## src/rtl/ifid_stage.sv

```systemverilog
// ifid_stage: fetch-side program counter and IF/ID pipeline register for a
// 5-stage MIPS pipeline. Resolves beq/bne/j in ID and redirects fetch,
// squashing the single wrong-path instruction fetched behind the branch.
//
// Handshake: there is no valid/ready pair here. stall is a hold request from
// the hazard unit, sampled on the rising edge; while it is high every register
// keeps its value and no redirect is taken. if_id_valid marks whether IF/ID
// holds a real instruction (0 = bubble); a bubble never redirects.
module ifid_stage #(
    parameter logic [31:0] RESET_PC = 32'h0000_0000
) (
    input  logic        clk,
    input  logic        reset,
    output logic [31:0] imem_addr,
    input  logic [31:0] imem_rdata,
    input  logic        stall,
    input  logic        beq,
    input  logic        bne,
    input  logic        jump,
    input  logic [31:0] rs_data,
    input  logic [31:0] rt_data,
    input  logic [31:0] mem_fwd_data,
    input  logic        forward1,
    input  logic        forward2,
    output logic [31:0] if_id_instr,
    output logic [31:0] if_id_pc4,
    output logic        if_id_valid,
    output logic        redirect,
    output logic [31:0] redirect_pc
);

    logic [31:0] r_pc;
    logic [31:0] r_if_id_instr;
    logic [31:0] r_if_id_pc4;
    logic        r_if_id_valid;

    logic [31:0] w_pc4;
    logic [31:0] w_op_a;
    logic [31:0] w_op_b;
    logic        w_ops_equal;
    logic        w_id_active;
    logic        w_take_br;
    logic        w_take_j;
    logic        w_redirect;
    logic [31:0] w_br_target;
    logic [31:0] w_j_target;
    logic [31:0] w_redirect_pc;

    // Branch compare, target calculation and redirect decision in ID.
    always_comb begin
        w_pc4       = r_pc + 32'd4;
        w_op_a      = forward1 ? mem_fwd_data : rs_data;
        w_op_b      = forward2 ? mem_fwd_data : rt_data;
        w_ops_equal = (w_op_a == w_op_b);
        // A bubble or a stalled ID stage never acts on its decode signals.
        w_id_active = r_if_id_valid & ~stall;
        w_take_br   = w_id_active & ((beq & w_ops_equal) | (bne & ~w_ops_equal));
        w_take_j    = w_id_active & jump;
        w_redirect  = w_take_br | w_take_j;
        // Offset arithmetic is modulo 2^32, so backward branches may wrap.
        w_br_target = r_if_id_pc4
                    + {{14{r_if_id_instr[15]}}, r_if_id_instr[15:0], 2'b00};
        w_j_target  = {r_if_id_pc4[31:28], r_if_id_instr[25:0], 2'b00};
        // Jump beats a simultaneously decoded branch.
        if (w_take_j) begin
            w_redirect_pc = w_j_target;
        end else if (w_take_br) begin
            w_redirect_pc = w_br_target;
        end else begin
            w_redirect_pc = w_pc4;
        end
    end

    // PC and IF/ID update: reset > stall > redirect (squash) > sequential.
    always_ff @(posedge clk or posedge reset) begin
        if (reset) begin
            r_pc          <= RESET_PC;
            r_if_id_instr <= 32'h0;
            r_if_id_pc4   <= 32'h0;
            r_if_id_valid <= 1'b0;
        end else if (stall) begin
            r_pc          <= r_pc;
            r_if_id_instr <= r_if_id_instr;
            r_if_id_pc4   <= r_if_id_pc4;
            r_if_id_valid <= r_if_id_valid;
        end else if (w_redirect) begin
            r_pc          <= w_redirect_pc;
            r_if_id_instr <= 32'h0;
            r_if_id_pc4   <= 32'h0;
            r_if_id_valid <= 1'b0;
        end else begin
            r_pc          <= w_pc4;
            r_if_id_instr <= imem_rdata;
            r_if_id_pc4   <= w_pc4;
            r_if_id_valid <= 1'b1;
        end
    end

    // Registered state and redirect decision drive the outputs directly.
    always_comb begin
        imem_addr   = r_pc;
        if_id_instr = r_if_id_instr;
        if_id_pc4   = r_if_id_pc4;
        if_id_valid = r_if_id_valid;
        redirect    = w_redirect;
        redirect_pc = w_redirect_pc;
    end

endmodule

```

## config.mk

```make
export PLATFORM = sky130hd
export DESIGN_NAME = ifid_stage
export DESIGN_NICKNAME = d
export VERILOG_FILES = /design/src/rtl/ifid_stage.sv
export SDC_FILE = /design/constraint.sdc
export NUM_CORES = 1
export LEC_CHECK = 0
export ABC_CLOCK_PERIOD_IN_PS = 4300
export CAP_MARGIN = 20
export CORE_MARGIN = 3
export CORE_UTILIZATION = 45
export DETAILED_ROUTE_END_ITERATION = 8
export PLACE_DENSITY_LB_ADDON = 0.3
export SETUP_SLACK_MARGIN = 0.4
export SKIP_CTS_REPAIR_TIMING = 1
export SYNTH_ARGS = -nofsm -noshare
export SYNTH_HDL_FRONTEND = slang
export SYNTH_SLANG_ARGS = --single-unit
```

## constraint.sdc

```tcl
create_clock -name clk -period 4.3 [get_ports clk]
set_input_delay 0.645 -clock clk [delete_from_list [all_inputs] [get_ports clk]]
set_output_delay 0.645 -clock clk [all_outputs]
set_load 0.005 [all_outputs]
```

==> results.txt <==
The run finished, with violations left. The checks that failed: negative setup slack. In this run the worst setup path begins at rs_data[3].

The routed layout has between 8000 and 9000 vias. At the end of routability-driven placement, the weighted congestion stood at 0.989. The first-pass GRT wire length is approximately 43000 µm.

The uppermost layer routed is met5. The data arrival time of the critical path came out at around 3.8 ns. The worst-case IR drop observed on VDD is 0.000304 V.

The CTS tree is yes. The power density normalized to cell area came out at about 440 nW/µm². The routed metal-1 wirelength came out at 12200 µm. The relative contribution of combinational cells to total power is 0.563. The worst relative slew slack is 0.299. In the final timing run, aggregate negative setup slack is -0.167 ns. The number of cells on the worst reg-to-reg path is 14. The hold path startpoint is if_id_instr[27].

The number of warning messages in the yosys log came out at 0. After routing the design area is roughly 13000 µm². Walking the worst path, the cells encountered are clkbuf_2 > xor2_1 > nor3_1 > a31oi_1 > a2111oi_2 > a31oi_2 > a211oi_4 > mux2i_4 > buf_6 > buf_6 > buf_8 > buf_12 > mux2i_1 > o21ai_1 > clkbuf_2. The critical path contains buffers and inverters numbering 6 combined. The floorplan step defined a core boundary enclosing about 17000 µm².

The floorplan step set the die height to 137 µm. On the critical path the largest part of the delay comes from compound AO/OA/AOI/OAI gates. The starting density of the core is 0.464. In this run, CTS created clock tree buffers numbering 9.

The number of distinct library cells after synthesis is between 60 and 70. The critical path data required time came out at about 3.7 ns. The root buffer cell is sky130_fd_sc_hd__clkbuf_16. The net switching component of the power is roughly 2.3 mW. Counting instances in the post-synthesis netlist gives the leading cell types as sky130_fd_sc_hd__nand2_1, sky130_fd_sc_hd__dfrtp_1, sky130_fd_sc_hd__xnor2_1.

The number of maximum-capacitance violations is 0. Of all cell types, the one taking the most synthesized area is sky130_fd_sc_hd__dfrtp_1. The final setup violation count is 3. Wire segments on met2 add up to 15800 µm in the final route.

Internal power comes to between 3 and 4 mW. After the first detailed-routing iteration, the DRC count stood at about 810. The final hold violation count came out at 0. The die extent in x came out at between 100 and 150 µm. In this run, synthesis inferred 0 flip-flops with an integrated enable. The reported leakage power is around 6.0 nW. The detailed-route vias per instance came out at 5.89. The cell count of the worst hold path is 2. In the synthesized netlist the dominant register cell turns out to be sky130_fd_sc_hd__dfrtp_1. The switching part of the total power is 0.413. In the routed design, unresolved DRC markers number 0. Synthesis inferred slightly below 100 register bits. The placed instances occupy a cell area of ~11000 µm². The register clock-pin slew on the reported worst setup and hold paths is ~0.080 ns. After global routing the overflow that remains totals 0. The via count of the first global-routing pass came out at 8111. The mean routed wirelength per cell came out at about 21 µm.

The critical path in this run is classified as in -> out. The highest achievable clock rate is 228 MHz. The number of cells produced by synthesis came out at 936. The largest net degree at the start of global routing came out at approximately 110. The number of detailed-routing iterations run before antenna repair came out at 5. The post-synthesis area per instance is 8.28 µm².

The count of nets after finishing came out at about 1500. The peak per-stage delay on the critical path is 0.45 ns. The share of total power dissipated in the clock network is 0.155.

Setup slack on the critical path of the routed design comes to -0.0933 ns. Measured on the finished design, the core utilization comes to 0.758. In the detailed route, the total length drawn on met3 is ~2900 µm. By area the synthesized netlist is led by sky130_fd_sc_hd__dfrtp_1, sky130_fd_sc_hd__xnor2_1, sky130_fd_sc_hd__nand2_1. The final critical path time including I/O delays and setup came out at about 4.4 ns.

Dividing the final minimum period by the clock period gives 1.02. The post-synthesis sequential area ratio is 0.313. The clock latency reported for the late side of the worst-skew pair came out at ~0.36 ns. The slowest stage of the critical path belongs to the cell sky130_fd_sc_hd__a2111oi_2. The number of ports placed on the die boundary came out at roughly 270.

Setup repair after global routing could not meet its margin everywhere. The number of H-tree levels is 3. In the final layout, the share of cells above drive strength 1 is 0.223. The remaining antenna violation count is 0. The largest fanout on the critical path came out at 8. The final max-slew violation count came to 0. Counting buffers and inverters, the worst setup path is 15 cells deep. The worst hold path belongs to the class reg -> reg. Of the total power, registers draw 0.282.

The total length of routed wires came out at 32400 µm. The post-synthesis net count came out at between 1000 and 1500. The maximum root-to-sink buffer count came out at 2. The port buffer count is 265. The post-DP HPWL is ~22000 µm. The global-route usage over all layers came out at 0.289. For this design, the sink count on the clock tree is 97. The worst setup path is launched from an input pin. The worst hold margin came out at 0.493 ns. The die area is about 19000 µm². The worst setup path is captured at an output pin.

The area fraction of the dominant cell type after synthesis came out at 0.313. The growth of design area from synthesis to finish came out at 63.5%. The number of standard-cell rows in the floorplan is 47. The most used standard cell by instance count after synthesis is sky130_fd_sc_hd__nand2_1. The fraction of registers with async set or reset after synthesis is 1.00. The slew at the pin closest to its max-slew limit came out at about 1.1 ns. In this run the critical register-to-register path is launched from if_id_instr[1].

The number of antenna violations at the first check in global routing came out at 10. The post-synthesis cell area is 7750 µm². The post-route clock skew is 0.0110 ns.
sequential cells by signal, indices dropped and copies added (netlist names):
signal / count
if_id_pc4: 32
imem_addr: 32
if_id_valid: 1
if_id_instr: 32
worst paths after layout:
kind                                        end  slack, ns
worst max register to register    imem_addr[29]       1.08
worst min-delay path            if_id_instr[27]       0.49
max in group asynchronous       if_id_instr[15]       2.54
worst min register to register  if_id_instr[27]       0.49
min in group asynchronous       if_id_instr[27]       0.85
worst max-delay path            redirect_pc[10]      -0.09
power groups by stage:
stage / sequential [mW] / clock (mW) / combinational [mW]
final: 1.57 / 0.864 / 3.15
after global placement: 1.54 / 0 / 2.78
after detailed placement: 1.54 / 0 / 2.81
after global routing: 1.61 / 0.901 / 3.38
after CTS: 1.53 / 0.870 / 2.84
after floorplan: 1.47 / 0 / 1.42
tightest hold or removal path, stage by stage (launching register included):
cell and delay (ns):
sky130_fd_sc_hd__dfrtp_1 0.34, sky130_fd_sc_hd__nand2_1 0.05, sky130_fd_sc_hd__o21ai_0 0.07
placed cells by master (no fill, tap or decap), drive strengths merged, types with 30 or more instances in the layout:
| cell | synthesis | layout |
|---|---|---|
| dlymetal6s2s | 0 | 88 |
| o21ai | 90 | 90 |
| dfrtp | 97 | 97 |
| ha | 30 | 30 |
| nand2 | 165 | 165 |
| xnor2 | 93 | 93 |
| buf | 18 | 135 |
| nor2 | 49 | 49 |
| clkdlybuf4s50 | 0 | 148 |
| a21oi | 39 | 39 |
| xor2 | 53 | 53 |
cells by family after synthesis:
group,Yosys count,synth area share
simple gates,326,0.191
compound gates,246,0.204
xor+xnor,146,0.165
flops,97,0.313
buf+inv,58,0.0326
mux,32,0.0433
fa+ha+maj,31,0.0510
layout make-up:
class / count / area, µm²
diodes: 9 / 22.5
fillers: 1151 / 4030
multi-input cells: 782 / 5790
well taps: 220 / 275
clock inverters: 7 / 88.8
inverters: 8 / 37.5
repair buffers: 387 / 3800
flip-flops and latches: 97 / 2430
clock buffers: 9 / 225
per-layer routing:
metal / up-vias / track usage
met5: - / 0
met4: 2 / 0.106
met3: 122 / 0.0679
met2: 518 / 0.476
met1: 4257 / 0.370
li1: 4041 / -
metrics by stage:
stage | instances | power, mW | setup slack [ns]
floorplan | 936 | 2.89 | 0.591
global placement | 1449 | 4.32 | -0.693
CTS | 1465 | 5.24 | -0.915
global route | 1519 | 5.89 | -0.111
detailed placement | 1449 | 4.35 | -0.887
finish | 1519 | 5.58 | -0.0933
(Power assumes the default switching activity.)
